File: config.mk
export PLATFORM = sky130hd
export DESIGN_NAME = dlfloat_mac_sequencer
export DESIGN_NICKNAME = d
export VERILOG_FILES = /design/src/rtl/dlfloat_mac_sequencer.sv
export SDC_FILE = /design/constraint.sdc
export NUM_CORES = 1
export LEC_CHECK = 0
export ABC_CLOCK_PERIOD_IN_PS = 3600
export CORE_MARGIN = 2
export CORE_UTILIZATION = 30
export CTS_CLUSTER_SIZE = 24
export DETAILED_ROUTE_END_ITERATION = 7
export GPL_ROUTABILITY_DRIVEN = 0
export PLACE_DENSITY_LB_ADDON = 0.25
export SLEW_MARGIN = 20
export SYNTH_ARGS = -nofsm -noshare
export SYNTH_HDL_FRONTEND = slang
export SYNTH_SLANG_ARGS = --single-unit
export TNS_END_PERCENT = 1
File: constraint.sdc
create_clock -name clk -period 3.6 [get_ports clk]
set_clock_uncertainty 0.05 [all_clocks]
set_input_delay 0.72 -clock clk [delete_from_list [all_inputs] [get_ports clk]]
set_output_delay 0.72 -clock clk [all_outputs]
set_load 0.02 [all_outputs]
File: src/rtl/dlfloat_mac_sequencer.sv
// Pairs a valid/ready stream of dlfloat words into A/B operands for the MAC,
// waits out the MAC pipeline after the last pair and holds the accumulator result.
module dlfloat_mac_sequencer #(
    parameter int LEN_W   = 8,
    parameter int MAC_LAT = 3
) (
    input  logic             clk,
    input  logic             rst,
    input  logic             start,
    input  logic [LEN_W-1:0] cfg_len,
    input  logic [15:0]      in_data,
    input  logic             in_valid,
    output logic             in_ready,
    output logic [15:0]      op_a,
    output logic [15:0]      op_b,
    output logic             op_valid,
    output logic             acc_clr,
    input  logic [15:0]      mac_c,
    output logic [15:0]      res_data,
    output logic             res_valid,
    input  logic             res_ready,
    output logic             busy
);

    localparam int DRN_W = (MAC_LAT > 0) ? $clog2(MAC_LAT + 1) : 1;

    typedef enum logic [2:0] {
        IDLE,
        LOAD_A,
        LOAD_B,
        DRAIN,
        HOLD
    } state_t;

    state_t             state_q;
    logic [LEN_W-1:0]   len_q;
    logic [LEN_W-1:0]   pair_cnt_q;
    logic [DRN_W-1:0]   drain_q;
    logic [15:0]        a_q;
    logic [15:0]        op_a_q;
    logic [15:0]        op_b_q;
    logic               op_valid_q;
    logic               acc_clr_q;
    logic [15:0]        res_data_q;
    logic               res_valid_q;

    always_ff @(posedge clk or negedge rst) begin
        if (!rst) begin
            state_q     <= IDLE;
            len_q       <= '0;
            pair_cnt_q  <= '0;
            drain_q     <= '0;
            a_q         <= '0;
            op_a_q      <= '0;
            op_b_q      <= '0;
            op_valid_q  <= 1'b0;
            acc_clr_q   <= 1'b0;
            res_data_q  <= '0;
            res_valid_q <= 1'b0;
        end else begin
            // Operands default to zero so the free-running MAC adds nothing.
            op_a_q     <= '0;
            op_b_q     <= '0;
            op_valid_q <= 1'b0;
            acc_clr_q  <= 1'b0;
            case (state_q)
                IDLE: begin
                    if (start) begin
                        if (cfg_len != '0) begin
                            len_q      <= cfg_len;
                            pair_cnt_q <= '0;
                            acc_clr_q  <= 1'b1;
                            state_q    <= LOAD_A;
                        end else begin
                            res_data_q  <= '0;
                            res_valid_q <= 1'b1;
                            state_q     <= HOLD;
                        end
                    end
                end
                LOAD_A: begin
                    if (in_valid) begin
                        a_q     <= in_data;
                        state_q <= LOAD_B;
                    end
                end
                LOAD_B: begin
                    if (in_valid) begin
                        op_a_q     <= a_q;
                        op_b_q     <= in_data;
                        op_valid_q <= 1'b1;
                        pair_cnt_q <= pair_cnt_q + LEN_W'(1);
                        // Compare before incrementing so len = 2^LEN_W-1 never wraps.
                        if (pair_cnt_q == len_q - LEN_W'(1)) begin
                            drain_q <= DRN_W'(MAC_LAT);
                            state_q <= DRAIN;
                        end else begin
                            state_q <= LOAD_A;
                        end
                    end
                end
                DRAIN: begin
                    if (drain_q == '0) begin
                        res_data_q  <= mac_c;
                        res_valid_q <= 1'b1;
                        state_q     <= HOLD;
                    end else begin
                        drain_q <= drain_q - DRN_W'(1);
                    end
                end
                HOLD: begin
                    if (res_ready) begin
                        res_valid_q <= 1'b0;
                        state_q     <= IDLE;
                    end
                end
                default: state_q <= IDLE;
            endcase
        end
    end

    assign in_ready  = (state_q == LOAD_A) || (state_q == LOAD_B);
    assign busy      = (state_q != IDLE);
    assign op_a      = op_a_q;
    assign op_b      = op_b_q;
    assign op_valid  = op_valid_q;
    assign acc_clr   = acc_clr_q;
    assign res_data  = res_data_q;
    assign res_valid = res_valid_q;

endmodule

==> results of run 1 <==
## power groups by stage
stage	sequential (mW)	clock, mW	combinational, mW
5_1_grt	1.62	1.02	1.55
4_1_cts	1.57	0.988	1.44
3_5_place_dp	1.59	0	1.43
3_3_place_gp	1.58	0	1.41
2_1_floorplan	1.66	0	0.796
6_report	1.57	0.950	1.42
## per-layer routing
metal,share of wire (%),vias to the layer above
li1,-,1169
met1,43,1259
met2,48,62
met3,8.0,8
met4,1.1,0
met5,0,-
## metrics by stage
step                total power, mW  hold slack (ns)  util, %  area (um^2)
floorplan                      2.46            0.374        -         3610
global placement               2.99            0.406     39.7         4710
detailed placement             3.02            0.413     39.7         4710
CTS                            4.00            0.406     42.4         5020
global route                   4.19            0.427     42.4         5020
finish                         3.93            0.371     42.4         5020
## registers in the layout (all words and copies together) (netlist names), 2 cells and up
register	flops
op_a	16
a_q	16
res_data	16
state_q	3
len_q	8
pair_cnt_q	8
op_b	16
drain_q	2
## kinds of logic after synthesis
| group | Yosys count | share of synthesized area [%] |
|---|---|---|
| flip-flops | 88 | 61.1 |
| multiplexers | 25 | 7.70 |
| buffers and inverters | 23 | 3.09 |
| XOR/XNOR | 16 | 3.89 |
| adder cells (fa/ha/maj) | 3 | 1.04 |
| AO/OA/AOI/OAI | 43 | 9.09 |
| AND/OR/NAND/NOR | 84 | 14.1 |
## path summary, 6_finish.rpt
check                                        from                  endpoint  slack (ns)  cells past startpoint
max                        state_q[0]$_DFFE_PN0P_                      busy        0.96                      2
min                                           rst         acc_clr$_DFF_PN0_        0.37                      1
max in group asynchronous                     rst        op_a[10]$_DFF_PN0_        2.39                      2
max reg2reg                state_q[0]$_DFFE_PN0P_  res_data[11]$_DFFE_PN0P_        1.35                      4
min in group clk               a_q[9]$_DFFE_PN0P_         op_a[9]$_DFF_PN0_        0.42                      1
min reg2reg                    a_q[9]$_DFFE_PN0P_         op_a[9]$_DFF_PN0_        0.42                      1
## cell usage in the layout (no fill, tap or decap), types with 5 or more instances in the layout
master,count
inv_1,8
clkbuf_16,9
buf_4,6
xor2_1,7
xnor2_1,9
nor3_1,5
and2_1,33
o21ai_0,7
a21oi_1,5
dfrtp_1,88
nand2_1,10
a22o_1,17
nor2_1,14
mux2_2,22
clkdlybuf4s50_1,96
## worst max-delay path, delay by kind of cell, from the launching register on
family / cells / cell delay (ns)
flops: 1 / 0.54
buf+inv: 1 / 0.56
simple gates: 1 / 0.43
## cell type report
class	count	area share [%]
tap	147	3.66
sequential	88	43.8
timing repair buffer	102	20.0
clock inverter	4	1.05
multi-input combinational	171	25.7
inverter	8	0.598
clock buffer	12	5.11
==> impl_metrics.py, run 1 <==
metrics = {
    "run_status": {
        "status": "finished, final reports clean",
    },
    "setup_path": {
        "end_kind": "output port",
        "crit_arrival_ns": 1.87,
        "critPathSlowestCell": "clkdlybuf4s50_1",
        "worstSetupPathType": "reg2out",
        "crit_chain": "or3_1, clkdlybuf4s50_1",
        "crit_fanout": 10,
        "required_ns": 2.83,
        "max_stage_delay_ns": 0.56,
        "cp-start-kind": "flop",
    },
    "clock_tree": {
        "cts_hold_buf": 0,
        "cts_setup_buffers": 0,
        "clock-sinks": 88,
        "numCtsBuffers": 9,
        "cts.clk_slew.worst_paths_ns": 0.07,
        "clockBufferDepth": 2,
        "cts-resized-gates": 0,
        "htreeDepth": 3,
        "insertion_delay_ns": 0.34,
        "cts_tree": "yes",
        "cts_root_buf": "clkbuf_16",
    },
    "finish": {
        "ff_latch_area_mm2": 0.00220,
        "multiInputGateArea_mm2": 0.00129,
        "nets": 428,
        "drive_gt1_share_pct": 13.2,
        "antenna_cells": 0,
        "finalNonFillerCells": 532,
        "syn_to_final_growth_pct": 39.3,
        "fillers": 1128,
    },
    "timing": {
        "setup-violations-final": 0,
        "hold_violations": 0,
        "clock.fmax_mhz": 378,
        "worst_slew_pin_slew_ns": 0.845,
        "maxSlewHeadroom_pct": 43.7,
        "rsz0062_at_grt": "no",
        "min_period_ns": 2.64,
        "fin_crit_sh_pct": 73.4,
        "finalMaxSlewViolations": 0,
        "final.setup.worst_slack_ns": 0.958,
        "tns_ns": 0,
    },
    "floorplanning": {
        "die-area_mm2": 0.0129,
        "die_y_um": 114,
        "core_mm2": 0.0119,
        "die_w_um": 114,
        "initial_core_util_pct": 30.4,
        "ios": 98,
        "placementRows": 40,
    },
    "drt": {
        "drt-wirelength-per-cell_um": 15.1,
        "drtIter0Drc": 100,
        "num_vias": 2498,
        "vias_per_cell": 4.70,
        "wl_um": 8010,
        "dr.pass1.iters": 4,
        "drc": 0,
        "drtAntennaViolNets": 0,
    },
    "synthesis": {
        "ys_ff_latch": 88,
        "synth.largest_area_cell": "dfrtp_1",
        "synth_common_cells": "dfrtp_1 (88), and2_1 (33), mux2_2 (22)",
        "syn_nets": 330,
        "synthesis.area_mm2": 0.00361,
        "avgSynthCellArea_um2": 12.8,
        "ys_async_sr_fraction_pct": 100,
        "ys_seq_area_share_pct": 61.1,
        "yosys.cell_count.top_type": "dfrtp_1",
        "yosysTopAreaCellShare_pct": 61.1,
        "yosysWarnings": 0,
        "ys_types": 44,
        "synthFlopType": "dfrtp_1",
        "synth_area_leaders": "dfrtp_1 (61%), mux2_2 (6.9%), and2_1 (5.7%), a22o_1 (4.1%), xnor2_1 (2.2%)",
        "synthCells": 282,
        "synth_edf_count": 0,
    },
    "power_and_ir_drop": {
        "ir_drop_mv": 0.343,
        "power_leakage_nw": 2.18,
        "netSwitchingPower_mw": 1.31,
        "power.density_mw_per_mm2": 783,
        "clock_power_share_pct": 24.1,
        "power_frac_seq_pct": 39.9,
        "pwr-share-comb_pct": 36.0,
        "p_int_mw": 2.63,
        "swShare_pct": 33.2,
    },
    "global_route": {
        "grt_pass1_vias": 2610,
        "grt_max_degree": 53,
        "grt_pass1_wl_um": 13400,
        "met3_usage_pct": 6.11,
        "met1_usage_pct": 16.5,
        "grt_overflow": 0,
        "met2_usage_pct": 21.0,
        "track_usage_pct": 13.4,
        "antenna_found_initial": 0,
        "top_usage_layer": "met2",
    },
    "place": {
        "dp_hpwl_um": 5630,
        "io_buffers": 97,
        "dpl_worst_slack_ns": 1.01,
        "placed_cells": 516,
    },
    "worst_hold_path": {
        "hold_class": "in2async",
    },
    "job": {
        "maxCapViolCount": 0,
    },
}
No activity file was read; power rests on OpenSTA's default activity.
==> inputs of run 2 (changes only) <==
- ABC_CLOCK_PERIOD_IN_PS: 3600 -> 2600
- clock period: 3.6 -> 2.6 ns (I/O delays scaled with it)
==> run 2 against run 1 <==
- first-iteration DRC count rose by 6.0%
- sequential cell count is the same
- largest power group unchanged
- final cell count rose by 0.19%
- total power is 37% higher
- routed wire length rose by 1.7%
==> impl_metrics.py, run 2 (synthesized netlist as in run 1, its figures left out) <==
metrics = {
    "finish": {
        "fillers": 1116,
        "mostFrequentLayoutCells": "clkdlybuf4s50_1 (96), dfrtp_1 (88), and2_1 (33)",
        "antenna_cells": 0,
        "layout_commonest_cell": "clkdlybuf4s50_1",
        "drive_gt1_share_pct": 13.5,
        "multiInputGateArea_mm2": 0.00129,
        "syn_to_final_growth_pct": 39.1,
        "stdcell_area_mm2": 0.00502,
        "nets": 429,
        "final_core_util_pct": 42.3,
        "ff_latch_area_mm2": 0.00220,
    },
    "timing": {
        "worst_slew_pin_slew_ns": 0.859,
        "min_period_ns": 2.43,
        "hold_violations": 0,
        "clock.fmax_mhz": 412,
        "fin_crit_sh_pct": 93.4,
        "rsz0062_at_grt": "no",
        "finalMaxSlewViolations": 0,
        "setup-violations-final": 0,
        "tns_ns": 0,
        "maxSlewHeadroom_pct": 42.7,
    },
    "setup_path": {
        "required_ns": 2.03,
        "worstSetupPathType": "reg2out",
        "regToRegStartpoint": "state_q[0]$_DFFE_PN0P_",
        "ff2ff_path_depth": 4,
        "reg2reg_setup_slack_ns": 0.33,
        "r2r_end": "res_data[15]$_DFFE_PN0P_",
        "cp-start-kind": "flop",
        "crit_arrival_ns": 1.86,
        "end_kind": "output port",
        "crit_fanout": 10,
    },
    "run_status": {
        "status": "finished, final reports clean",
    },
    "clock_tree": {
        "clockBufferDepth": 2,
        "cts_root_buf": "clkbuf_16",
        "clock-sinks": 88,
        "cts-resized-gates": 0,
        "cts_tree": "yes",
        "insertion_delay_ns": 0.33,
        "cts_hold_buf": 0,
        "numCtsBuffers": 9,
        "htreeDepth": 3,
        "cts.clk_slew.worst_paths_ns": 0.06,
        "cts_setup_buffers": 0,
    },
    "floorplanning": {
        "ios": 98,
        "initial_core_util_pct": 30.4,
        "die_w_um": 114,
        "die_y_um": 114,
        "die-area_mm2": 0.0129,
        "core_mm2": 0.0119,
        "placementRows": 40,
    },
    "drt": {
        "vias_per_cell": 4.62,
        "num_vias": 2461,
        "drc": 0,
        "top_layer": "met4",
        "wl_met3_um": 585,
        "met1_length_um": 3520,
        "dr.pass1.iters": 4,
        "wl_um": 8140,
        "drtIter0Drc": 106,
        "wl_met2_um": 3930,
        "drt-wirelength-per-cell_um": 15.3,
        "drtAntennaViolNets": 0,
    },
    "power_and_ir_drop": {
        "power_frac_seq_pct": 40.2,
        "ir_drop_mv": 0.476,
        "clock_power_share_pct": 22.6,
        "p_int_mw": 3.54,
        "power.density_mw_per_mm2": 1070,
        "power_leakage_nw": 2.18,
        "netSwitchingPower_mw": 1.84,
        "swShare_pct": 34.2,
        "pwr-share-comb_pct": 37.2,
    },
    "global_route": {
        "grt_pass1_vias": 2650,
        "grt_overflow": 0,
        "grt_pass1_wl_um": 13600,
        "track_usage_pct": 13.6,
        "antenna_found_initial": 0,
        "grt_max_degree": 55,
    },
    "place": {
        "dp_hpwl_um": 5610,
        "io_buffers": 97,
        "place_area_mm2": 0.00473,
    },
    "job": {
        "maxCapViolCount": 0,
    },
    "worst_hold_path": {
        "hold_class": "in2async",
    },
}
run 2: cell types whose count changed in the layout (fill, tap and decap cells not counted), sizes merged:
cell      before  now
clkinvlp       0    1
buf            6    7
clkinv         3    2
bufinv         1    0
clkbuf        12   11
inv            8   10
run 2: worst max-delay path by stage:
| stage | startpoint | to | cells after the start | slack (ns) |
|---|---|---|---|---|
| 2_1_floorplan | len_q[0]$_DFFE_PN0P_ | drain_q[0]$_DFFE_PN0P_ | 9 | 0.74 |
| 3_3_place_gp | cfg_len[2] | pair_cnt_q[7]$_DFFE_PN0P_ | 7 | 0.28 |
| 3_5_place_dp | cfg_len[6] | pair_cnt_q[7]$_DFFE_PN0P_ | 7 | 0.21 |
| 4_1_cts | state_q[0]$_DFFE_PN0P_ | busy | 2 | 0.14 |
| 5_1_grt | state_q[0]$_DFFE_PN0P_ | in_ready | 3 | 0.07 |
| 6_report | state_q[0]$_DFFE_PN0P_ | busy | 2 | 0.17 |
run 2: routing by layer:
layer / vias to the layer above / track usage, %
met1: 1226 / 16.6
met2: 58 / 21.9
met5: - / 0
li1: 1167 / -
met4: 0 / 4.39
met3: 10 / 5.63
run 2: critical path, cell delays in order (launching register included):
cell and delay (ns):
dfrtp_1 0.54, or3_1 0.43, clkdlybuf4s50_1 0.56
run 2: area by class of cell:
class	instances	share of cell area, %
multi-input combinational	171	25.8
timing repair buffer	103	20.5
clock buffer	11	4.84
tap	147	3.67
sequential	88	43.9
inverter	8	0.599
clock inverter	5	0.773
run 2: through the flow:
stage          hold WS, ns  instances  setup slack (ns)  power, mW
6_report            0.0966        533             0.171       5.38
4_1_cts              0.116        533             0.140       5.46
2_1_floorplan        0.174        282             0.744       3.40
3_5_place_dp         0.412        517             0.210       4.21
5_1_grt              0.134        533            0.0654       5.74
3_3_place_gp         0.406        517             0.278       4.18
run 2: power groups by stage:
stage                     sequential, mW  combinational [mW]  clock [mW]
after floorplan                     2.30                1.10           0
after global placement              2.17                2.00           0
after detailed placement            2.18                2.03           0
after CTS                           2.17                2.04        1.26
after global routing                2.23                2.19        1.32
final                               2.16                2.00        1.22
==> inputs of run 3 (changes only) <==
- CORE_MARGIN: 2 -> default
==> run 3 against run 2 <==
- total power decreased by 0.69%
- utilization increased by 0.95 points
- the run now ends with design-rule violations left
- critical path type unchanged
- sequential cell count unchanged
- sequential power about the same
- highest routed layer unchanged
- count of clock-buffer cells in the layout unchanged
- critical path depth unchanged
- fmax decreased by 0.41%
- die area decreased by 3.5%
- setup slack got worse by 0.010 ns
==> impl_metrics.py, run 3 (synthesized netlist as in run 1, its figures left out) <==
metrics = {
    "run_status": {
        "violations": "design-rule violations",
        "status": "complete, but fails checks",
    },
    "global_route": {
        "grt_max_degree": 53,
        "grt_overflow": 0,
        "grt_pass1_vias": 2680,
        "antenna_found_initial": 0,
        "grt_pass1_wl_um": 13200,
        "track_usage_pct": 13.6,
    },
    "power_and_ir_drop": {
        "power_frac_seq_pct": 40.4,
        "power_leakage_nw": 2.17,
        "power.density_mw_per_mm2": 1070,
        "p_int_mw": 3.53,
        "clock_power_share_pct": 22.2,
        "ir_drop_mv": 0.540,
        "power_mw": 5.34,
        "pwr-share-comb_pct": 37.4,
        "swShare_pct": 33.9,
        "netSwitchingPower_mw": 1.81,
    },
    "setup_path": {
        "crit_arrival_ns": 1.87,
        "critPathSlowestCell": "clkdlybuf4s50_1",
        "crit_start": "state_q[0]$_DFFE_PN0P_",
        "cp-start-kind": "flop",
        "crit_chain": "or3_1, clkdlybuf4s50_1",
        "end_kind": "output port",
        "regToRegStartpoint": "len_q[0]$_DFFE_PN0P_",
        "crit_fanout": 10,
        "required_ns": 2.03,
        "max_stage_delay_ns": 0.57,
        "worstSetupPathType": "reg2out",
    },
    "floorplanning": {
        "placementRows": 39,
        "die-area_mm2": 0.0125,
        "initial_core_util_pct": 31.2,
        "core_mm2": 0.0116,
        "die_w_um": 112,
        "ios": 98,
        "die_y_um": 112,
    },
    "timing": {
        "fin_crit_sh_pct": 93.8,
        "final.setup.worst_slack_ns": 0.161,
        "clock.fmax_mhz": 410,
        "rsz0062_at_grt": "no",
        "min_period_ns": 2.44,
        "hold_violations": 0,
        "worst_slew_pin_slew_ns": 0.751,
        "finalMaxSlewViolations": 0,
        "maxSlewHeadroom_pct": 49.9,
        "setup-violations-final": 0,
        "hold_slack_ns": 0.157,
        "tns_ns": 0,
    },
    "drt": {
        "vias_per_cell": 4.62,
        "drtAntennaViolNets": 0,
        "drtIter0Drc": 70,
        "num_vias": 2437,
        "drc": 5,
        "drt-wirelength-per-cell_um": 14.8,
        "wl_um": 7800,
        "dr.pass1.iters": 7,
    },
    "clock_tree": {
        "cts_hold_buf": 0,
        "cts_root_buf": "clkbuf_16",
        "cts_tree": "yes",
        "numCtsBuffers": 9,
        "cts-resized-gates": 0,
        "clockBufferDepth": 2,
        "htreeDepth": 3,
        "insertion_delay_ns": 0.33,
        "clock-sinks": 88,
        "cts_setup_buffers": 0,
        "cts.clk_slew.worst_paths_ns": 0.06,
    },
    "place": {
        "place_area_mm2": 0.00473,
        "io_buffers": 97,
        "dpl_worst_slack_ns": 0.240,
        "dp_hpwl_um": 5460,
        "placed_cells": 513,
    },
    "finish": {
        "stdcell_area_mm2": 0.00500,
        "drive_gt1_share_pct": 13.2,
        "mostFrequentLayoutCells": "clkdlybuf4s50_1 (96), dfrtp_1 (88), and2_1 (33)",
        "layout_commonest_cell": "clkdlybuf4s50_1",
        "nets": 429,
        "final_core_util_pct": 43.2,
        "finalNonFillerCells": 528,
        "antenna_cells": 0,
        "syn_to_final_growth_pct": 38.7,
    },
    "job": {
        "maxCapViolCount": 0,
    },
    "worst_hold_path": {
        "hold_class": "in2async",
    },
}
run 3: final timing paths:
kind / to / slack, ns / depth (start not counted)
hold reg to reg: op_a[5]$_DFF_PN0_ / 0.42 / 1
setup / recovery: busy / 0.16 / 2
setup reg to reg: drain_q[0]$_DFFE_PN0P_ / 0.41 / 8
min in group clk: op_a[5]$_DFF_PN0_ / 0.42 / 1
max in group asynchronous: res_data[3]$_DFFE_PN0P_ / 1.68 / 2
hold / removal: op_b[15]$_DFF_PN0_ / 0.16 / 1
run 3: power by group through the flow:
stage          Sequential, mW  Combinational, mW  Clock [mW]
3_5_place_dp             2.18               2.02           0
2_1_floorplan            2.30               1.10           0
5_1_grt                  2.22               2.18        1.29
6_report                 2.16               2.00        1.18
4_1_cts                  2.16               2.03        1.23
3_3_place_gp             2.17               1.99           0
run 3: worst max-delay path, delay by kind of cell, from the launching register on:
family                 cells  cell delay (ns)
buffers and inverters      1             0.57
flip-flops                 1             0.54
AND/OR/NAND/NOR            1             0.43
run 3: final cells by class:
| cell class | count | area (um^2) |
|---|---|---|
| clock buffer | 11 | 243 |
| multi-input combinational | 171 | 1290 |
| inverter | 8 | 30.0 |
| fill | 1079 | 6560 |
| timing repair buffer | 103 | 1030 |
| clock inverter | 4 | 28.8 |
| tap | 143 | 179 |
| sequential | 88 | 2200 |
run 3: routing by layer:
metal	vias to the layer above	global-route usage (%)	share of wire (%)
met5	-	0	0
met1	1197	16.3	44
met3	9	5.82	7.2
met2	66	21.8	48
met4	0	5.14	1.2
li1	1165	-	-
